$ cat src/rtl/regfile_sb.sv
// regfile_sb: DEPTH x WIDTH register file with two write ports and two
// combinational read ports, plus a per-register scoreboard of pending writes.
module regfile_sb #(
    parameter int unsigned  WIDTH  = 16,
    parameter int unsigned  DEPTH  = 8,
    parameter bit           BYPASS = 1'b1,
    localparam int unsigned AW     = $clog2(DEPTH)
) (
    input  logic             Clk,
    input  logic             Reset,
    input  logic             WE0,
    input  logic [AW-1:0]    WA0,
    input  logic [WIDTH-1:0] WD0,
    input  logic             WE1,
    input  logic [AW-1:0]    WA1,
    input  logic [WIDTH-1:0] WD1,
    input  logic [AW-1:0]    SR1,
    input  logic [AW-1:0]    SR2,
    output logic [WIDTH-1:0] SR1_OUT,
    output logic [WIDTH-1:0] SR2_OUT,
    output logic             SR1_Busy,
    output logic             SR2_Busy,
    input  logic             Res_En,
    input  logic [AW-1:0]    Res_Addr,
    output logic             Res_Grant,
    input  logic             Flush,
    output logic [AW:0]      Busy_Count
);

    logic [WIDTH-1:0] regs [DEPTH];
    logic [DEPTH-1:0] busy;
    logic [DEPTH-1:0] busy_nxt;
    logic [AW:0]      busy_count;
    logic [AW:0]      count_nxt;
    logic             grant;

    logic             hit0_a;
    logic             hit1_a;
    logic             hit0_b;
    logic             hit1_b;

    // A write landing on Res_Addr this cycle does not free it for the reserve.
    assign grant     = Res_En & ~busy[Res_Addr] & ~Flush;
    assign Res_Grant = grant;

    // Order matters: writes clear, then a grant sets (reserve wins), then Flush clears all.
    always_comb begin
        busy_nxt = busy;
        if (WE0) busy_nxt[WA0] = 1'b0;
        if (WE1) busy_nxt[WA1] = 1'b0;
        if (grant) busy_nxt[Res_Addr] = 1'b1;
        if (Flush) busy_nxt = '0;
    end

    always_comb begin
        count_nxt = '0;
        for (int unsigned i = 0; i < DEPTH; i++) begin
            count_nxt = count_nxt + (AW+1)'(busy_nxt[i]);
        end
    end

    always_ff @(posedge Clk) begin
        if (Reset) begin
            for (int unsigned i = 0; i < DEPTH; i++) begin
                regs[i] <= '0;
            end
            busy       <= '0;
            busy_count <= '0;
        end else begin
            if (WE0) regs[WA0] <= WD0;
            // Port 1 assigned last so it wins an address collision.
            if (WE1) regs[WA1] <= WD1;
            busy       <= busy_nxt;
            busy_count <= count_nxt;
        end
    end

    always_comb begin
        hit0_a = BYPASS && WE0 && (WA0 == SR1);
        hit1_a = BYPASS && WE1 && (WA1 == SR1);
        hit0_b = BYPASS && WE0 && (WA0 == SR2);
        hit1_b = BYPASS && WE1 && (WA1 == SR2);
    end

    always_comb begin
        SR1_OUT = regs[SR1];
        if (hit1_a)      SR1_OUT = WD1;
        else if (hit0_a) SR1_OUT = WD0;
    end

    always_comb begin
        SR2_OUT = regs[SR2];
        if (hit1_b)      SR2_OUT = WD1;
        else if (hit0_b) SR2_OUT = WD0;
    end

    assign SR1_Busy   = busy[SR1] & ~(hit0_a | hit1_a);
    assign SR2_Busy   = busy[SR2] & ~(hit0_b | hit1_b);
    assign Busy_Count = busy_count;

endmodule

$ cat config.mk
export PLATFORM = sky130hd
export DESIGN_NAME = regfile_sb
export DESIGN_NICKNAME = d
export VERILOG_FILES = /design/src/rtl/regfile_sb.sv
export SDC_FILE = /design/constraint.sdc
export NUM_CORES = 1
export LEC_CHECK = 0
export CORE_ASPECT_RATIO = 1.75
export CORE_MARGIN = 2
export CORE_UTILIZATION = 55
export DETAILED_ROUTE_END_ITERATION = 8
export PLACE_DENSITY = 0.77
export SYNTH_ARGS = -nofsm -noshare
export SYNTH_HDL_FRONTEND = slang
export SYNTH_SLANG_ARGS = --single-unit
$ cat constraint.sdc
create_clock -name Clk -period 10.5 [get_ports Clk]
set_input_delay 1.575 -clock Clk [delete_from_list [all_inputs] [get_ports Clk]]
set_output_delay 1.575 -clock Clk [all_outputs]
set_load 0.02 [all_outputs]
==> metrics.txt, run 1 <==
total power 1605 uW; required time of the critical path 8930 ps; post-route cell area 0.01088 mm^2; worst-margin pin slew 1154 ps; Synth-to-Final Area Change 15.44%; Yosys cell types 56; TNS Setup 0 ps; clock slew at reported path FFs 70 ps; worst-case reg-to-reg path depth 13; Syn Nets 761; Die W 102.9 um; Max clock buf depth 2; # Post-CTS Setup Buffers 0; Final Skew 4.786 ps; Cell Rows 63; Worst Setup Path Type input port to output port; Total Routing Usage GR 31.00%; area of the core 0.01687 mm^2; CP endpoint SR1_OUT[1]; WL/cell 28.14 um; crit end category output port; EDFF count, synth 128; routed via count 7042; DPL Wire Length 16.71 mm; reg2reg end Busy_Count[2]; Final period util 57.43%; metal3 WL 2.728 mm; DP Worst Slack 4525 ps; VDD IR max 0.1399 mV; # diodes 0; critical path depth in cells 8; area occupied by registers 0.004084 mm^2; Synth Flop Type edfxtp_1; vias in the first global route 7425; post_cts resized 0; initial antenna violation count 0; Hold WC Path Type flip-flop to flip-flop; slowest CP cell clkdlybuf4s50_1; Post-synth ARST share 0%; CP arrival 4460 ps; worst path cell trace clkdlybuf4s50_1 -> buf_4 -> xnor2_1 -> and4_1 -> buf_4 -> nand2_1 -> o21ai_1 -> clkdlybuf4s50_1; grt ovf 0; slew margin rel. 23.08%; Placer Congestion 0.8770; placed instance area 0.01028 mm^2; Synth Instances 701; Lkg Pwr 0.004035 uW; power per cell area 147.6 mW/mm^2; drc violations 0; origin of the critical flop-to-flop path busy[1]; Iter 0 DRT Violations 855; Final setup viols 0; Top delay family on crit path buffers and inverters; Post-DRT Antenna Nets 0; Max FO, Critical Path 35; first-pass GRT wire length 41.28 mm; final worst path period need 6030 ps; CTS buffer count 17; TritonCTS clock tree done; RSZ-0062 raised after global routing false; Fmax 0.1658 GHz; met2 WL post-DR 13.87 mm; Final WS setup 4470 ps; Clk Latency, worst-skew pair 430 ps; largest net degree at the start of global routing 37; share of post-route cells with drive strength above 1 17.27%; Clock Tree Root clkbuf_16; status finished clean; final WL 27.41 mm; IO Pins 92; wl on met1 9.278 mm; yosys warns 0; Setup crit start SR1[2]; Cell Area, Synth 0.009423 mm^2; slowest stage delay, CP 640 ps; top layer in use met4; final layout net count 794; final hold vios 0; sequential area share after synthesis 43.34%; most frequent cells in the layout a22o_1, edfxtp_1, clkdlybuf4s50_1, mux4_1, nand2_1; area occupied by multi-input gates 0.004830 mm^2; Max-Cap Viols 0; # fillers 1240; H-tree levels 4; Post-CTS Hold Buffers 0; R2R setup slack 7110 ps; DRT Pass-1 Iters 5; Seq cells post-synth 140; Finished Core Util 64.49%; Starting Density 55.86%; CP bufs+invs 4; clk sink count 140; vias per cell 7.230; Chip Height 177.2 um; die area 0.01824 mm^2; fin. max-slew vios 0; PortBufs 91; Mean Syn Cell Area 13.44 um^2; Critical Path Start Type input port
-- metal layers --
layer	vias up	global-route usage, %
met5	-	0
met4	0	17.98
met3	129	7.820
met2	502	50.97
met1	3477	36.15
li1	2934	-
-- synthesized netlist by cell type (11+ instances only) --
cell type,count,area (um^2)
nor2_1,15,56.30
mux4_2,19,427.9
a22o_1,128,1121
a21oi_1,11,55.05
edfxtp_1,128,3844
o21ai_1,29,145.1
buf_2,21,105.1
mux4_1,49,1287
mux2i_1,32,320.3
dfxtp_1,12,240.2
xnor2_1,12,105.1
mux2_2,35,394.1
clkbuf_1,46,172.7
nand2_1,46,172.7
-- final cells by class --
| type | instances | share of cell area (%) |
|---|---|---|
| multi-input combinational | 456 | 44.40 |
| sequential | 140 | 37.54 |
| timing repair buffer | 111 | 9.662 |
| clock buffer | 17 | 3.911 |
| tap | 227 | 2.611 |
| clock inverter | 15 | 1.599 |
| inverter | 8 | 0.2761 |
-- where the power goes --
part	total, uW	internal, uW	switching (uW)
Clock	609	339	271
Sequential	675	654	21.1
Combinational	321	155	167
-- worst min-delay path by stage --
stage            start      end  slack [ps]  depth (start not counted)
6_report       busy[1]  busy[1]         550                          2
2_1_floorplan  busy[5]  busy[5]         480                          2
4_1_cts        busy[1]  busy[1]         550                          2
3_3_place_gp   busy[5]  busy[5]         530                          2
5_1_grt        busy[5]  busy[5]         590                          2
3_5_place_dp   busy[1]  busy[1]         530                          2
-- sequential cells by signal, summed over array words and instances, names as in the netlist --
| register | count |
|---|---|
| Busy_Count | 4 |
| regs | 128 |
| busy | 8 |
-- metrics by stage --
step,instances,hold slack (ps)
2_1_floorplan,701,483.2
3_3_place_gp,942,531.7
4_1_cts,974,546.6
6_report,974,547.1
3_5_place_dp,942,534.9
5_1_grt,974,585.4
-- cell families (layout without fill, tap and decap cells) --
kind of cell,Yosys count,count (layout),share of synthesized area (%)
flip-flops,140,140,43.34
AND/OR/NAND/NOR,115,115,7.463
XOR/XNOR,13,13,1.208
buffers and inverters,105,151,5.723
AO/OA/AOI/OAI,186,186,15.23
adder cells (fa/ha/maj),7,7,1.248
multiplexers,135,135,25.79
-- worst register-to-register path, cell delays in order, from the launching register on --
cell and delay (ps):
dfxtp_1 400, a21o_1 160, or3_1 120, o21ai_0 130, fa_1 540, inv_1 50, fa_1 470, inv_1 50
fa_1 480, ha_1 180, inv_1 70, fa_1 420, xor2_1 140, nor2_1 50
No activity file was read; power rests on OpenSTA's default activity.
==> inputs of run 2 (changes only) <==
==> constraint.sdc (replaced) <==
create_clock -name Clk -period 6.15 [get_ports Clk]
set_input_delay 0.9225 -clock Clk [delete_from_list [all_inputs] [get_ports Clk]]
set_output_delay 0.9225 -clock Clk [all_outputs]
set_load 0.02 [all_outputs]
==> metrics.txt, run 2 (synthesized netlist as in run 1, its figures left out) <==
# diodes 0; Final setup viols 0; worst-margin pin slew 1188 ps; origin of the critical flop-to-flop path busy[0]; Max-Cap Viols 0; drc violations 0; final worst path period need 5059 ps; CP arrival 4140 ps; PortBufs 91; most frequent cells in the layout a22o_1, edfxtp_1, clkdlybuf4s50_1, mux4_1, nand2_1; RSZ-0062 raised after global routing false; clk sink count 140; # fillers 1236; R2R setup slack 2710 ps; Post-DRT Antenna Nets 0; Max FO, Critical Path 11; DP Worst Slack 1130 ps; first-pass GRT wire length 42.54 mm; initial antenna violation count 0; grt ovf 0; CP bufs+invs 3; Cell Rows 63; Critical Path Start Type input port; Worst Hold Path EP busy[5]; H-tree levels 4; Die W 102.9 um; Total Routing Usage GR 32.32%; max FFs per register 128; clock slew at reported path FFs 60 ps; VDD IR max 0.2099 mV; Synth-to-Final Area Change 16.11%; IO Pins 92; fin. max-slew vios 0; Most flops, register regs; Worst Setup Path Type input port to output port; Max clock buf depth 2; Hold WC Path Type flip-flop to flip-flop; hold path cells 2; # Post-CTS Setup Buffers 0; DRT Pass-1 Iters 7; worst-case reg-to-reg path depth 13; slew margin rel. 20.63%; DPL Wire Length 17.38 mm; final WL 28.72 mm; post_cts resized 0; final hold vios 0; area occupied by registers 0.004084 mm^2; area occupied by multi-input gates 0.004842 mm^2; Hold Crit Start busy[5]; Chip Height 177.2 um; Iter 0 DRT Violations 939; die area 0.01824 mm^2; Final Skew 6.265 ps; Post-CTS Hold Buffers 0; Final period util 82.26%; vias in the first global route 7406; TritonCTS clock tree done; cell mode on critical path clkdlybuf4s50_1; reg2reg end Busy_Count[2]; share of post-route cells with drive strength above 1 17.02%; vias per cell 7.394; crit end category output port; WL/cell 29.52 um; slowest stage delay, CP 810 ps; Top delay family on crit path buffers and inverters; Clock Tree Root clkbuf_16; Lkg Pwr 0.004065 uW; TNS Setup 0 ps; largest net degree at the start of global routing 36; Final WS setup 1091 ps; Fmax 0.1977 GHz; Clk Latency, worst-skew pair 420 ps; required time of the critical path 5230 ps; CTS buffer count 17; status finished clean; Starting Density 55.86%; area of the core 0.01687 mm^2; worst path cell trace clkdlybuf4s50_1 -> xnor2_1 -> nand4_1 -> buf_4 -> mux2i_1 -> o21ai_1 -> clkdlybuf4s50_1; slowest CP cell nand4_1; final layout net count 793; power per cell area 260.3 mW/mm^2; routed via count 7194; Placer Congestion 0.9243
## run 2: metrics by stage
stage | std cells | hold slack [ps] | utilization (%) | power, uW | cell area, um^2
floorplan | 701 | 483.2 | - | 1506 | 9423
global placement | 941 | 521.4 | 60.96 | 1694 | 10280
detailed placement | 941 | 532.6 | 60.96 | 1719 | 10280
CTS | 973 | 543.6 | 64.86 | 2837 | 10940
global route | 973 | 572.7 | 64.86 | 2912 | 10940
finish | 973 | 543.5 | 64.86 | 2847 | 10940
## run 2: tightest hold or removal path: stages (launching register included)
cell and delay, ps:
dfxtp_1 340, nand2_1 90, a21oi_1 70
## run 2: cell type report
cell class / count / share of cell area (%)
flip-flops and latches: 140 / 37.33
repair buffers: 110 / 9.538
multi-input cells: 456 / 44.26
well taps: 227 / 2.596
clock inverters: 15 / 2.116
clock buffers: 17 / 3.888
inverters: 8 / 0.2745
## run 2: worst max path at each step
stage                     slack, ps            end  startpoint  depth (start not counted)
after floorplan                1910  Busy_Count[2]      WA1[0]                         15
after global placement         1230     SR1_OUT[1]      WA0[0]                          7
after detailed placement       1130  Busy_Count[2]      WA0[0]                         14
after CTS                      1180     SR1_OUT[1]      WA0[0]                          7
after global routing            980     SR1_OUT[1]      WA0[0]                          7
final                          1090     SR1_OUT[1]      WA0[0]                          7
## run 2: metal layers
metal / up-vias / GRT usage (%) / share of wire, %
li1: 2935 / - / -
met1: 3549 / 37.47 / 33
met2: 563 / 54.52 / 52
met3: 147 / 6.714 / 9.8
met4: 0 / 18.42 / 6.0
met5: - / 0 / 0
## run 2: where the power goes
part	internal, uW	leakage, uW	switching [uW]	total (uW)
logic	265	0.00239	291	556
clock network	727	0.000317	409	1140
registers	1120	0.00135	38.2	1160
total	2110	0.00407	739	2850
